File: src/rtl/pipe_pkg.sv
// Shared pipeline types for the decode/execute boundary: control bundle,
// bubble constant and default datapath widths.
package pipe_pkg;

  localparam int XLEN   = 32;
  localparam int REG_AW = 5;

  typedef struct packed {
    logic [2:0] alu_ctrl;
    logic       reg_write;
    logic       alu_src;
    logic       mem_write;
    logic       mem_read;
    logic [1:0] result_src;
    logic       jump;
    logic       branch;
    logic       branch_neg;
    logic       pc_op;
    logic [2:0] funct3;
  } id_ex_ctrl_t;

  localparam id_ex_ctrl_t CTRL_BUBBLE = '0;

endpackage

File: src/rtl/id_ex_stage_hazard_detect.sv
// Load-use hazard detector: flags a decode instruction that reads the
// destination of a load sitting in execute, and derives the fetch/decode stall.
module hazard_detect
  import pipe_pkg::*;
#(
  parameter int REG_AW_P = REG_AW
) (
  input  logic              e_valid,
  input  logic              e_mem_read,
  input  logic [REG_AW_P-1:0] e_rd,
  input  logic              d_valid,
  input  logic [REG_AW_P-1:0] d_rs1,
  input  logic [REG_AW_P-1:0] d_rs2,
  input  logic              flush_e,
  input  logic              hold,
  output logic              lu,
  output logic              stall_fd
);

  // rs2 is compared even when the instruction does not read it.
  assign lu = e_valid & e_mem_read & (e_rd != '0) & d_valid &
              ((e_rd == d_rs1) | (e_rd == d_rs2));

  assign stall_fd = lu & ~flush_e & ~hold;

endmodule

File: src/rtl/id_ex_stage.sv
// ID/EX pipeline register with load-use bubble insertion and execute-side squash.
// Optional performance counters are built when ID_EX_PERF_EN is defined.
module id_ex_stage
  import pipe_pkg::*;
#(
  parameter int XLEN   = pipe_pkg::XLEN,
  parameter int REG_AW = pipe_pkg::REG_AW
) (
  input  logic              clk,
  input  logic              rst_n,
  input  logic              d_valid,
  input  logic [2:0]        d_alu_ctrl,
  input  logic              d_reg_write,
  input  logic              d_alu_src,
  input  logic              d_mem_write,
  input  logic              d_mem_read,
  input  logic [1:0]        d_result_src,
  input  logic              d_jump,
  input  logic              d_branch,
  input  logic              d_branch_neg,
  input  logic              d_pc_op,
  input  logic [2:0]        d_funct3,
  input  logic [XLEN-1:0]   d_rd1,
  input  logic [XLEN-1:0]   d_rd2,
  input  logic [XLEN-1:0]   d_imm,
  input  logic [XLEN-1:0]   d_pc,
  input  logic [XLEN-1:0]   d_pc_plus4,
  input  logic [REG_AW-1:0] d_rs1,
  input  logic [REG_AW-1:0] d_rs2,
  input  logic [REG_AW-1:0] d_rd,
  input  logic              flush_e,
  input  logic              hold,
  output logic              e_valid,
  output logic [2:0]        e_alu_ctrl,
  output logic              e_reg_write,
  output logic              e_alu_src,
  output logic              e_mem_write,
  output logic              e_mem_read,
  output logic [1:0]        e_result_src,
  output logic              e_jump,
  output logic              e_branch,
  output logic              e_branch_neg,
  output logic              e_pc_op,
  output logic [2:0]        e_funct3,
  output logic [XLEN-1:0]   e_rd1,
  output logic [XLEN-1:0]   e_rd2,
  output logic [XLEN-1:0]   e_imm,
  output logic [XLEN-1:0]   e_pc,
  output logic [XLEN-1:0]   e_pc_plus4,
  output logic [REG_AW-1:0] e_rs1,
  output logic [REG_AW-1:0] e_rs2,
  output logic [REG_AW-1:0] e_rd,
  output logic              stall_fd
`ifdef ID_EX_PERF_EN
  ,
  output logic [31:0]       perf_stalls,
  output logic [31:0]       perf_flushes
`endif
);

  id_ex_ctrl_t d_ctrl;
  id_ex_ctrl_t e_ctrl;
  logic        lu;

  assign d_ctrl = '{
    alu_ctrl:   d_alu_ctrl,
    reg_write:  d_reg_write,
    alu_src:    d_alu_src,
    mem_write:  d_mem_write,
    mem_read:   d_mem_read,
    result_src: d_result_src,
    jump:       d_jump,
    branch:     d_branch,
    branch_neg: d_branch_neg,
    pc_op:      d_pc_op,
    funct3:     d_funct3
  };

  hazard_detect #(
    .REG_AW_P (REG_AW)
  ) u_hazard (
    .e_valid    (e_valid),
    .e_mem_read (e_ctrl.mem_read),
    .e_rd       (e_rd),
    .d_valid    (d_valid),
    .d_rs1      (d_rs1),
    .d_rs2      (d_rs2),
    .flush_e    (flush_e),
    .hold       (hold),
    .lu         (lu),
    .stall_fd   (stall_fd)
  );

  // hold outranks flush so a squash requested during a freeze lands afterwards.
  always_ff @(posedge clk or negedge rst_n) begin
    if (!rst_n) begin
      e_valid    <= 1'b0;
      e_ctrl     <= CTRL_BUBBLE;
      e_rd1      <= '0;
      e_rd2      <= '0;
      e_imm      <= '0;
      e_pc       <= '0;
      e_pc_plus4 <= '0;
      e_rs1      <= '0;
      e_rs2      <= '0;
      e_rd       <= '0;
    end else if (hold) begin
      e_valid <= e_valid;
    end else if (flush_e || lu) begin
      e_valid    <= 1'b0;
      e_ctrl     <= CTRL_BUBBLE;
      e_rd1      <= '0;
      e_rd2      <= '0;
      e_imm      <= '0;
      e_pc       <= '0;
      e_pc_plus4 <= '0;
      e_rs1      <= '0;
      e_rs2      <= '0;
      e_rd       <= '0;
    end else begin
      e_valid    <= d_valid;
      e_ctrl     <= d_ctrl;
      e_rd1      <= d_rd1;
      e_rd2      <= d_rd2;
      e_imm      <= d_imm;
      e_pc       <= d_pc;
      e_pc_plus4 <= d_pc_plus4;
      e_rs1      <= d_rs1;
      e_rs2      <= d_rs2;
      e_rd       <= d_rd;
    end
  end

  assign e_alu_ctrl   = e_ctrl.alu_ctrl;
  assign e_reg_write  = e_ctrl.reg_write;
  assign e_alu_src    = e_ctrl.alu_src;
  assign e_mem_write  = e_ctrl.mem_write;
  assign e_mem_read   = e_ctrl.mem_read;
  assign e_result_src = e_ctrl.result_src;
  assign e_jump       = e_ctrl.jump;
  assign e_branch     = e_ctrl.branch;
  assign e_branch_neg = e_ctrl.branch_neg;
  assign e_pc_op      = e_ctrl.pc_op;
  assign e_funct3     = e_ctrl.funct3;

`ifdef ID_EX_PERF_EN
  // Counters wrap naturally at 2^32.
  always_ff @(posedge clk or negedge rst_n) begin
    if (!rst_n) begin
      perf_stalls  <= '0;
      perf_flushes <= '0;
    end else begin
      if (stall_fd)
        perf_stalls <= perf_stalls + 32'd1;
      if (flush_e && !hold)
        perf_flushes <= perf_flushes + 32'd1;
    end
  end
`endif

endmodule
File: config.mk
export PLATFORM = sky130hd
export DESIGN_NAME = id_ex_stage
export DESIGN_NICKNAME = d
export VERILOG_FILES = /design/src/rtl/pipe_pkg.sv /design/src/rtl/id_ex_stage_hazard_detect.sv /design/src/rtl/id_ex_stage.sv
export SDC_FILE = /design/constraint.sdc
export NUM_CORES = 1
export LEC_CHECK = 0
export BUFFER_PORTS_ARGS = -buffer_cell sky130_fd_sc_hd__buf_2
export CAP_MARGIN = 20
export CORE_AREA = 4 4 149 151
export CTS_BUF_LIST = sky130_fd_sc_hd__clkbuf_8
export DETAILED_ROUTE_END_ITERATION = 16
export DIE_AREA = 0 0 153 155
export PLACE_DENSITY = 0.81
export SLEW_MARGIN = 20
export SYNTH_ARGS = -nofsm -noshare
export SYNTH_HDL_FRONTEND = slang
export SYNTH_HIERARCHICAL = 1
export SYNTH_SLANG_ARGS = --single-unit
File: constraint.sdc
create_clock -name clk -period 2.9 [get_ports clk]
set_clock_uncertainty 0.2 [all_clocks]
set_input_delay 0.145 -clock clk [delete_from_list [all_inputs] [get_ports clk]]
set_output_delay 0.145 -clock clk [all_outputs]
set_load 0.03 [all_outputs]
* Yosys cells after proc, flatten, opt, wreduce, memory -nomap -nowiden *
Cells that the tools add are included.

operators by class
  multiplexer cells = 10
  equal/unequal tests = 2
  reduce and logical (&&, ||, !) cells = 2
  bitwise gates (word level) = 9

operator list
  operator           number
  $mux 32            5
  $mux 16            1
  $mux 5             3
  $eq 5x5->1         2
  $and 1x1->1        6
  $reduce_bool 5->1  1
  $not 1->1          2
  $logic_or 1x1->1   1
  $mux 1             1
  $or 1x1->1         1

storage, ports and cells
  bits in registers = 192
  logic and storage cells = 43
  bits of input ports = 196

* Depth between registers and ports, before layout *
Gate-level depths: netlist (run 1).

  depth after elaboration = 6
  mapped depth = 8
  depth with buffers taken out = 6

* Modules after synthesis *
Netlist (run 1), hierarchy kept.

by module, submodules not included
  module         area each (um^2)  seq. area each (um^2)  cells an instance  instances
  id_ex_stage    8259.2            4804.6                 832                1
  hazard_detect  145.1             0.0                    19                 1

* Worst setup path before layout (run 1) *
Ideal clock, no wire load.

  path type = flip-flop to output port
  start = reg e_rd[2]
  end = out stall_fd
  required time = 2555 ps
  stages on the path, launching flop included = 5
  arrival = 1994 ps
  setup slack = 561 ps
  cells stage by stage = dfrtp_1 -> xor2_1 -> nor3_1 -> a22oi_1 -> nor4_1

between the ends
  cells in the longest elaborated chain, start to end = 6
  elaborated cells between the ends (all ways) = 9

RTL lines
  item                        line                             text
  start, declared             id_ex_stage.sv:52                output logic [REG_AW-1:0] e_rd,
  start signal, assigned      id_ex_stage.sv:130               e_rd <= d_rd;
  $reduce_bool 5->1           id_ex_stage_hazard_detect.sv:21  assign lu = e_valid & e_mem_read & (e_rd != '0) & d_valid &
  $and 1x1->1 (2 in a row)    id_ex_stage_hazard_detect.sv:21
  $and 1x1->1 *               id_ex_stage_hazard_detect.sv:21
  $and 1x1->1 * (2 in a row)  id_ex_stage_hazard_detect.sv:24  assign stall_fd = lu & ~flush_e & ~hold;
  end, declared               id_ex_stage.sv:53                output logic stall_fd

Mark *: on every way between the ends. The rest lies on a longest branch, timed or not.

* Worst setup path after layout (run 1) *
  start = reg e_rd[3]
  end = reg e_ctrl, in the netlist e_branch_neg

between the ends
  cells in the longest elaborated chain, start to end = 6
  elaborated cells between the ends (all ways) = 9

RTL lines
  item                      line                             text
  $reduce_bool 5->1         id_ex_stage_hazard_detect.sv:21
  $and 1x1->1 (2 in a row)  id_ex_stage_hazard_detect.sv:21
  $and 1x1->1 *             id_ex_stage_hazard_detect.sv:21
  via lu                    id_ex_stage.sv:63                logic lu;
  $logic_or 1x1->1 *        id_ex_stage.sv:109               end else if (flush_e || lu) begin
  $mux 16 *                 id_ex_stage.sv:109
  end signal, assigned      id_ex_stage.sv:122               e_ctrl <= d_ctrl;
  end, declared             id_ex_stage.sv:62                id_ex_ctrl_t e_ctrl;

Mark *: on every way through the listed nets, which the timed path passes. The rest lies on a longest branch.
A chain may end at the register's enable or synchronous reset.

==> results of run 1 <==
## worst min-delay path by stage
stage | start | end | slack (ns) | cells past startpoint
floorplan | rst_n | e_alu_ctrl[0] | -0.35 | 0
global placement | rst_n | e_funct3[0] | 0.008 | 1
detailed placement | rst_n | e_alu_ctrl[0] | 0.01 | 1
CTS | rst_n | e_funct3[0] | 0.06 | 2
global route | rst_n | e_funct3[0] | 0.09 | 2
finish | rst_n | e_funct3[0] | 0.06 | 2
## power by group through the flow
stage | Sequential [mW] | Clock, mW | Combinational (mW)
2_1_floorplan | 3.46 | 0 | 0.378
3_3_place_gp | 3.04 | 0 | 1.27
3_5_place_dp | 3.04 | 0 | 1.29
4_1_cts | 3.00 | 1.76 | 1.51
5_1_grt | 3.03 | 1.86 | 1.64
6_report | 3.00 | 1.70 | 1.53
## layer usage
layer / vias up / global-route usage, % / share of wire (%)
met2: 417 / 39.37 / 49
met4: 0 / 10.86 / 4.6
li1: 3843 / - / -
met3: 95 / 6.954 / 8.5
met1: 3865 / 26.23 / 38
met5: - / 0 / 0
## through the flow
step,cell area (um^2),instances,power [mW]
2_1_floorplan,8404,851,3.840
3_3_place_gp,10380,1464,4.306
3_5_place_dp,10380,1464,4.334
4_1_cts,12780,1698,6.266
5_1_grt,12780,1698,6.526
6_report,12780,1698,6.230
## state kept, by name (all words and copies together), names as in the netlist, 2 cells and up
register      flops
e_rd              5
e_pc             32
e_funct3          3
e_result_src      2
e_alu_ctrl        3
e_imm            32
e_rs1             5
e_rd2            32
e_pc_plus4       32
e_rs2             5
e_rd1            32
## area by class of cell
cell class	instances	share of cell area (%)
clock inverter	13	0.9396
clock buffer	19	2.046
multi-input combinational	596	24.34
timing repair buffer	603	32.40
tap	275	2.692
sequential	192	37.58
## cell usage in the layout, fill, tap and decap left out, drive strengths merged, types with 2 or more instances in the layout
cell type,n
clkinv,7
nand2b,192
buf,399
dlygate4sd3,202
nor2,3
o21ai,192
dfrtp,192
clkbuf,21
inv,6
nand2,192
xor2,10
nor3,2
## worst max-delay path, stage by stage (launching register included)
cell	delay (ns)
dfrtp_1	0.45
or4_1	0.56
o2111ai_2	0.22
nor2_1	0.08
or2_4	0.34
o21ai_1	0.18
dlygate4sd3_1	0.56
## kinds of logic (layout without fill, tap and decap cells)
group | count (synthesis) | in the layout
AND/OR/NAND/NOR | 392 | 392
AO/OA/AOI/OAI | 194 | 194
flip-flops | 192 | 192
buffers and inverters | 63 | 635
XOR/XNOR | 10 | 10
## repair_timing
| action | CTS | global route |
|---|---|---|
| hold buffers | 202 | 0 |
| setup buffers | 0 | 0 |
| hold endpoints to repair | 305 | 0 |
==> results.md, run 1 <==
* Final WS setup at 0.2583 ns
* Internal Power at about 4.2 mW
* Leakage power at 6.414 nW
* Cell taking the most area after synthesis: dfrtp_1
* DRC violations left at 0
* Synth Area in XOR/XNOR at under 10%
* Initial antenna violation count at 0
* Drt first-iter violations at roughly 480
* Status: finished, final reports clean
* RSZ-0062 raised after global routing: false
* Setup CP Type: register to register
* Storage cell area at around 4800 um^2
* Sequential power share at 48.2%
* Reg-to-Reg Start: e_rd[3]
* Adder-cell share of the synthesized area at 0%
* Drt pass-1 iters at 6
* Simple-Gate Fraction of Synth Area at between 20% and 30%
* Hold WS at ~0.063 ns
* Maximum vdd ir drop at 0.2956 mV
* Critical Path Sink: e_branch_neg
* Number of global-route vias before repair at around 8.7k
* NetSw at slightly above 2 mW
* Clock root cell: clkbuf_8
* Synth top area share at 57.17%
* Max cap viols at 0
* Final setup viols at 0
* Synth warnings at 6
* Mux share of post-synthesis cell area at 0%
* WL final at roughly 28000 um
* Cts bufs inserted at 17
* Max Freq at between 0.3 and 0.4 GHz
* First-pass GRT wire length at roughly 44000 um
* Fin Setup TNS at 0 ns
* Worst reg-to-reg setup slack at between 0.2 and 0.3 ns
* Die Y at 155 um
* Crit path from: e_rd[3]
* Final Hold Fails at 0
* Gr ovfl total at 0
* Share of the yosys chip area belonging to registers at 57.17%
* EDFF count, synth at 0
* Post_cts resized at 0
* I/O pin count at about 400
* Async set-reset flop share out of synthesis at 100.0%
* Synth Area in Compound Gates at 12.59%
* Clock sinks at 192
* Worst Path Max Fanout at 13
* FF+latch count, synth at 192
* Detail Placement HPWL at 16540 um
* Synthesized net count at 1047
* Synth top cells by count: dfrtp_1, nand2_1, nand2b_1, o21ai_0, o21ai_1
* CTS tree: yes
* Worst Setup Start Kind: register
* Syn avg cell area at between 9 and 10 um^2
* Req. time, crit path at approximately 3.1 ns
* Worst flop-to-flop path endpoint: e_branch_neg
* Layout net count at between 1.5k and 2k
* Routed Antenna Nets at 0
* Placer Congestion at 0.8702
* Chip Width at roughly 150 um
* H-tree levels at 4
* Slew Limit Fails at 0
* Top cells by area, synth: dfrtp_1, nand2b_1, nand2_1
* Syn Std Cell Area at approximately 8400 um^2
* Largest family of logic cells by synthesized area: simple AND/OR/NAND/NOR gates
* DIE AREA at approximately 24000 um^2
* Largest net degree at the start of global routing at about 140
* GR Util All Layers at 22.89%
* Tcrit/Tclk final at 91.09%
* Worst Hold Class: primary input to asynchronous set/reset pin
* Worst-margin pin slew at slightly above 0.7 ns
* Synthesized instance count at 851
* Core box area at 20820 um^2
* Filler cell count at about 1.6k
* Crit end category: register
* Period minus WS final at roughly 2.6 ns
* CTS clk-pin slew, worst paths at ~0.11 ns
* Utilization after layout at a little over 60%
* Comb pwr share at about 25%
* R2R depth at 6
* Via density per instance at a little under 5
* Post-synthesis cell type count at 19
* Ys flop type: dfrtp_1
* Share of layout cells above drive strength 1 at a little under a third
* Switching share of power at between 30% and 40%
* Pwr Density at 487.3 nW/um^2
* Dpl ws at 0.4947 ns
* Clock power share at 27.2%
* Slew HR at about half
* Multi-input gate area at a little over 3000 um^2
* Worst-skew pair later-pin latency at about 0.45 ns
* Diodes inserted at 0
* Longest Clk Path Bufs at 2
* CP arrival at ~2.8 ns
* Port bufs at about 390
* WL per Instance at ~16 um
* Routed vias at roughly 8.2k
* Area delta synth->final at 52.11%
* Initial Utilization at a little over 40%
* Row count at 53
No activity file was read; power rests on OpenSTA's default activity.
==> run 2: changes to the inputs <==
--- a/config.mk
+++ b/config.mk
@@ -7,11 +7,10 @@
 export LEC_CHECK = 0
 export BUFFER_PORTS_ARGS = -buffer_cell sky130_fd_sc_hd__buf_2
 export CAP_MARGIN = 20
-export CORE_AREA = 4 4 149 151
-export CTS_BUF_LIST = sky130_fd_sc_hd__clkbuf_8
+export CORE_AREA = 2 2 150 152
 export DETAILED_ROUTE_END_ITERATION = 16
-export DIE_AREA = 0 0 153 155
-export PLACE_DENSITY = 0.81
+export DIE_AREA = 0 0 152 154
+export PLACE_DENSITY = 0.78
 export SLEW_MARGIN = 20
 export SYNTH_ARGS = -nofsm -noshare
 export SYNTH_HDL_FRONTEND = slang
==> run 2 against run 1 <==
Sequential cell count is the same. Non-clock buffer count shrank 8. Worst setup slack lost 0.022 ns. Design area grew 0.99%. Clock-buffer cell count grew 1. Highest routed layer unchanged. Clock power grew 35%. Cell count shrank 0.18%. Critical path depth is the same. Largest cell class unchanged. Sequential power is essentially flat.
==> results.md, run 2 (synthesis results as in run 1) <==
* First-pass GRT wire length at 43150 um (-2.7%)
* Chip Width at 152 um (-0.65%)
* Longest Clk Path Bufs at 2 (unchanged)
* GR Util All Layers at 22.78% (-0.10 points)
* Reg-to-Reg Start: e_rd[3]
* Port bufs at 388 (unchanged)
* Fin Setup TNS at 0 ns (unchanged)
* Initial Utilization at 38.75% (-1.6 points)
* WL per Instance at 16.01 um (-1.5%)
* Worst Path Max Fanout at 54 (+41)
* H-tree levels at 4 (unchanged)
* WL final at 27130 um (-1.7%)
* Drt pass-1 iters at 5 (-1)
* CTS clk-pin slew, worst paths at 0.08 ns (-0.03 ns)
* Commonest non-fill, non-tap cell in the layout: buf_2
* Area delta synth->final at 53.61%
* Req. time, crit path at 3.01 ns (-0.09 ns)
* Met3 Usage GRT at 6.849% (-0.11 points)
* CP cell instances: or4_1 > o2111ai_2 > nor2_1 > or2_4 > buf_12 > o21ai_0
* Clock root cell: clkbuf_16
* Delay-heaviest family, CP: simple AND/OR/NAND/NOR gates
* Busiest metal layer after global routing: met2
* Tcrit/Tclk final at 91.85% (+0.76 points)
* Final Hold Fails at 0 (unchanged)
* Routed vias at 8126 (-1.1%)
* Status: finished, final reports clean
* Buffers & Inverters on Critical Path at 1 (unchanged)
* Filler cell count at 1683 (+7.3%)
* Slowest cell on crit path: or4_1
* Post-CTS Setup Repair Bufs at 0 (unchanged)
* Number of global-route vias before repair at 8413 (-3.6%)
* Share of layout cells above drive strength 1 at 32.16% (+0.18 points)
* Core box area at 21690 um^2 (+4.2%)
* Clock sinks at 192 (unchanged)
* Largest net degree at the start of global routing at 117 (-15%)
* Diodes inserted at 0 (unchanged)
* Worst-skew pair later-pin latency at 0.43 ns (-0.02 ns)
* Setup CP Type: register to register
* Commonest non-fill, non-tap cells in the layout: buf_2, dlygate4sd3_1, nand2b_1, nand2_1, dfrtp_1
* Placer Congestion at 0.8416 (-3.3%)
* Routed Antenna Nets at 0 (unchanged)
* Post-Layout Inst Area at 12910 um^2 (+0.99%)
* Cts bufs inserted at 17 (unchanged)
* DRC violations left at 0 (unchanged)
* Via density per instance at 4.794 (-0.97%)
* Slew HR at 56.94% (+5.4 points)
* Max cap viols at 0 (unchanged)
* Leakage power at 6.456 nW (+0.66%)
* RSZ-0062 raised after global routing: false
* Max Freq at 0.3754 GHz (-0.82%)
* Pwr Density at 528.3 nW/um^2 (+8.4%)
* Maximum vdd ir drop at 0.4052 mV (+37%)
* Slowest Stage Delay on Critical Path at 0.56 ns (about the same)
* Gr ovfl total at 0 (unchanged)
* M1 GR Usage at 26.56% (+0.33 points)
* DIE AREA at 23410 um^2 (-1.3%)
* Row count at 54 (+1.9%)
* Crit path from: e_rd[3]
* Final setup viols at 0 (unchanged)
* Worst Setup Start Kind: register
* GR Util met2 at 38.85% (-0.52 points)
* Worst-margin pin slew at 0.6459 ns (-0.08135 ns)
* Slew Limit Fails at 0 (unchanged)
* Hold WS at 0.06122 ns (-0.001425 ns)
* Worst Hold Class: primary input to asynchronous set/reset pin
* Die Y at 154 um (-0.65%)
* CTS tree: yes
* CP arrival at 2.78 ns (-0.06 ns)
* Detail Placement HPWL at 16060 um (-2.9%)
* Placed Area at 10410 um^2 (+0.25%)
* Drt first-iter violations at 544 (+14%)
* Layout net count at 1598 (-0.50%)
* Crit end category: register
* Period minus WS final at 2.664 ns (+0.02195 ns)
* I/O pin count at 389 (unchanged)
* Initial antenna violation count at 0 (unchanged)
[run 2: cell types whose count changed in the layout (fill, tap and decap cells not counted)]
| cell | change |
|---|---|
| clkinv_2 | -1 |
| buf_12 | +1 |
| dlygate4sd3_1 | -9 |
| clkbuf_8 | -17 |
| clkbuf_1 | +1 |
| clkbuf_16 | +17 |
[run 2: where the power goes]
group / leakage, nW / switching [mW] / total (mW) / internal [mW]
sequential: 2.50 / 0.125 / 3.01 / 2.88
clock: 0.283 / 1.11 / 2.30 / 1.18
combinational: 3.67 / 0.929 / 1.52 / 0.586
total: 6.46 / 2.17 / 6.82 / 4.65
[run 2: final timing paths]
| check | to | slack, ns | cells after the start |
|---|---|---|---|
| worst min-delay path | e_funct3[0] | 0.06 | 2 |
| max in group asynchronous | e_pc[9] | 1.60 | 3 |
| worst min register to register | e_funct3[2] | 0.28 | 2 |
| worst max register to register | e_imm[22] | 0.24 | 6 |
| min in group clk | e_pc[14] | 0.11 | 3 |
| worst max-delay path | e_imm[22] | 0.24 | 6 |
[run 2: cell type report]
class	count	area, um^2	area share, %
multi-input combinational	596	3112	24.10
sequential	192	4805	37.22
timing repair buffer	595	4071	31.54
clock buffer	20	456.7	3.538
clock inverter	12	115.1	0.8916
tap	280	350.3	2.714
[run 2: repair_timing]
item	CTS	global route
resized for setup	0	0
endpoints found under the hold margin	258	0
hold buffers	193	0
[run 2: routing by layer]
layer	routed length [um]	vias up	part of all wire, %
li1	-	3836	-
met1	10560	3841	39
met2	13540	372	50
met3	1946	77	7.2
met4	1091	0	4.0
met5	0	-	0
[run 2: worst reg2reg max path, stage by stage (launching register included)]
cell and delay, ns:
dfrtp_1 0.44, or4_1 0.56, o2111ai_2 0.21, nor2_1 0.06
or2_4 0.45, buf_12 0.28, o21ai_0 0.34
[run 2: stage by stage]
stage               power [mW]  utilization [%]  std cells  setup slack, ns
floorplan                3.840                -        851           0.5606
global placement         4.310            47.98       1470           0.4572
detailed placement       4.337            47.98       1470           0.3654
CTS                      6.854            59.52       1695           0.3378
global route             7.128            59.52       1695           0.1231
finish                   6.820            59.52       1695           0.2364
==> run 3: changes to the inputs <==
--- a/config.mk
+++ b/config.mk
@@ -11,6 +11,7 @@
 export DETAILED_ROUTE_END_ITERATION = 16
 export DIE_AREA = 0 0 152 154
 export PLACE_DENSITY = 0.78
+export SETUP_SLACK_MARGIN = 0.5
 export SLEW_MARGIN = 20
 export SYNTH_ARGS = -nofsm -noshare
 export SYNTH_HDL_FRONTEND = slang
==> run 3 against run 2 <==
Register-to-register slack improved by 0.28 ns. Cell count up 0.41%. Combinational power about the same. Worst setup slack improved by 0.28 ns. Critical path type unchanged. Largest power group unchanged.
==> results.md, run 3 (synthesis results as in run 1) <==
* Period minus WS final at 2.386 ns (-0.2778 ns)
* Hold Path Depth at 3
* Worst-margin pin slew at 0.6549 ns (+0.009045 ns)
* CP arrival at 2.53 ns (-0.25 ns)
* Reg-to-Reg Start: e_rd[3]
* Detail Placement HPWL at 16060 um (unchanged)
* Slew HR at 56.34% (-0.60 points)
* Commonest non-fill, non-tap cells in the layout: buf_2, dlygate4sd3_1, nand2b_1, nand2_1, dfrtp_1
* Critical Path Sink: e_imm[28]
* Number of global-route vias before repair at 8560 (+1.7%)
* Worst Hold Class: primary input to register
* WL per Instance at 16.46 um (+2.8%)
* Via density per instance at 4.813 (+0.39%)
* Crit end category: register
* Largest net degree at the start of global routing at 117 (unchanged)
* CTS tree: yes
* Drt pass-1 iters at 5 (unchanged)
* Worst reg-to-reg setup slack at 0.51 ns (+0.28 ns)
* WL final at 28010 um (+3.2%)
* Cts bufs inserted at 17 (unchanged)
* Tcrit/Tclk final at 82.27% (-9.6 points)
* Gr ovfl total at 0 (unchanged)
* Setup CP Type: register to register
* Longest Clk Path Bufs at 2 (unchanged)
* GR Util All Layers at 23.17% (+0.38 points)
* Worst-skew pair later-pin latency at 0.43 ns (about the same)
* Routed vias at 8191 (+0.80%)
* Crit path from: e_rd[3]
* Diodes inserted at 0 (unchanged)
* Routed Antenna Nets at 0 (unchanged)
* Worst flop-to-flop path endpoint: e_imm[28]
* Max cap viols at 0 (unchanged)
* Placer Congestion at 0.8416 (unchanged)
* H-tree levels at 4 (unchanged)
* Core box area at 21690 um^2 (unchanged)
* Req. time, crit path at 3.05 ns (+0.04 ns)
* Initial Utilization at 38.75% (unchanged)
* NetSw at 2.189 mW (+1.0%)
* CTS clk-pin slew, worst paths at 0.08 ns (about the same)
* First-pass GRT wire length at 43760 um (+1.4%)
* Clock root cell: clkbuf_16
* Leakage power at 6.514 nW (+0.89%)
* Worst Setup Start Kind: register
* Pwr Density at 526.1 nW/um^2 (-0.41%)
* R2R depth at 6 (unchanged)
* RSZ-0062 raised after global routing: true
* Worst Path Max Fanout at 31 (-43%)
* Dpl ws at 0.3654 ns (unchanged)
* Area delta synth->final at 55.11%
* Commonest non-fill, non-tap cell in the layout: buf_2
* Clock power share at 33.6% (about the same)
* Final WS setup at 0.5142 ns (+0.2778 ns)
* Row count at 54 (unchanged)
* Status: finished, final reports clean
* DIE AREA at 23410 um^2 (unchanged)
* Hold WS at 0.02027 ns (-0.04095 ns)
* Share of layout cells above drive strength 1 at 32.91% (+0.76 points)
* Switching share of power at 31.92% (+0.14 points)
* Clock sinks at 192 (unchanged)
* Slew Limit Fails at 0 (unchanged)
* Filler cell count at 1677 (-0.36%)
* DRC violations left at 0 (unchanged)
* Layout net count at 1605 (+0.44%)
* Max Freq at 0.4191 GHz (+12%)
* Drt first-iter violations at 545 (+0.18%)
* Sequential power share at 43.8% (-0.3 points)
* Port bufs at 388 (unchanged)
* Initial antenna violation count at 0 (unchanged)
* Die Y at 154 um (unchanged)
* Maximum vdd ir drop at 0.4010 mV (-1.0%)
* Internal Power at 4.669 mW (+0.36%)
* Final setup viols at 0 (unchanged)
* Final Hold Fails at 0 (unchanged)
* Fin Setup TNS at 0 ns (unchanged)
* Comb pwr share at 22.6% (+0.4 points)
* I/O pin count at 389 (unchanged)
* Chip Width at 152 um (unchanged)
## run 3: changes by cell type in the layout (fill, tap and decap cells not counted), moves of 2 or more
cell / previous run / this run
buf_12: 6 / 4
buf_16: 0 / 2
buf_4: 8 / 10
clkbuf_16: 17 / 19
o21ai_0: 96 / 60
o21ai_1: 76 / 108
o21ai_2: 20 / 24
or2_2: 0 / 2
## run 3: worst min-delay path by stage
| stage | from | to | slack (ns) |
|---|---|---|---|
| finish | flush_e | e_rs1[2] | 0.02 |
| global route | flush_e | e_rs1[3] | 0.01 |
| CTS | flush_e | e_rs2[2] | 0.07 |
| detailed placement | rst_n | e_pc_plus4[14] | 0.005 |
| global placement | rst_n | e_funct3[0] | -0.005 |
| floorplan | rst_n | e_alu_ctrl[0] | -0.35 |
## run 3: layout make-up
cell class / count / area [um^2] / area share, %
Tap cell: 280 / 350.3 / 2.687
Clock buffer: 20 / 456.7 / 3.503
Timing Repair Buffer: 599 / 4158 / 31.89
Sequential cell: 192 / 4806 / 36.87
Clock inverter: 12 / 115.1 / 0.8830
Multi-Input combinational cell: 599 / 3151 / 24.17
## run 3: worst max-delay path, stage by stage (launching register included)
cell	delay (ns)
dfrtp_2	0.45
or4_1	0.55
o2111ai_2	0.23
nor2_2	0.09
or2_4	0.34
clkbuf_16	0.24
o21ai_1	0.18
## run 3: metrics by stage
stage | area (um^2) | utilization [%] | power, mW | std cells
5_1_grt | 13040 | 60.11 | 7.161 | 1702
3_3_place_gp | 10410 | 47.98 | 4.310 | 1470
4_1_cts | 12940 | 59.65 | 6.861 | 1699
3_5_place_dp | 10410 | 47.98 | 4.337 | 1470
6_report | 13040 | 60.11 | 6.858 | 1702
2_1_floorplan | 8404 | - | 3.840 | 851
## run 3: power groups by stage
stage               Combinational [mW]  Sequential [mW]  Clock (mW)
detailed placement                1.29             3.05           0
CTS                               1.50             3.00        2.36
finish                            1.55             3.01        2.30
global placement                  1.27             3.04           0
floorplan                        0.378             3.46           0
global route                      1.66             3.03        2.48
## run 3: timing repair
action                                  4_1_cts  5_1_grt
hold endpoints to repair                    258        0
setup buffers                                 2        0
endpoints found under the setup margin      146      143
pin swaps                                     1        0
gates resized for setup                       2       45
hold buffers                                193        0
cloned                                        2        3
## run 3: per-layer routing
metal / GRT usage (%) / up-vias / share of wire, %
li1: - / 3856 / -
met1: 26.80 / 3890 / 39
met2: 39.45 / 366 / 50
met3: 6.793 / 79 / 6.9
met4: 11.39 / 0 / 4.2
met5: 0 / - / 0
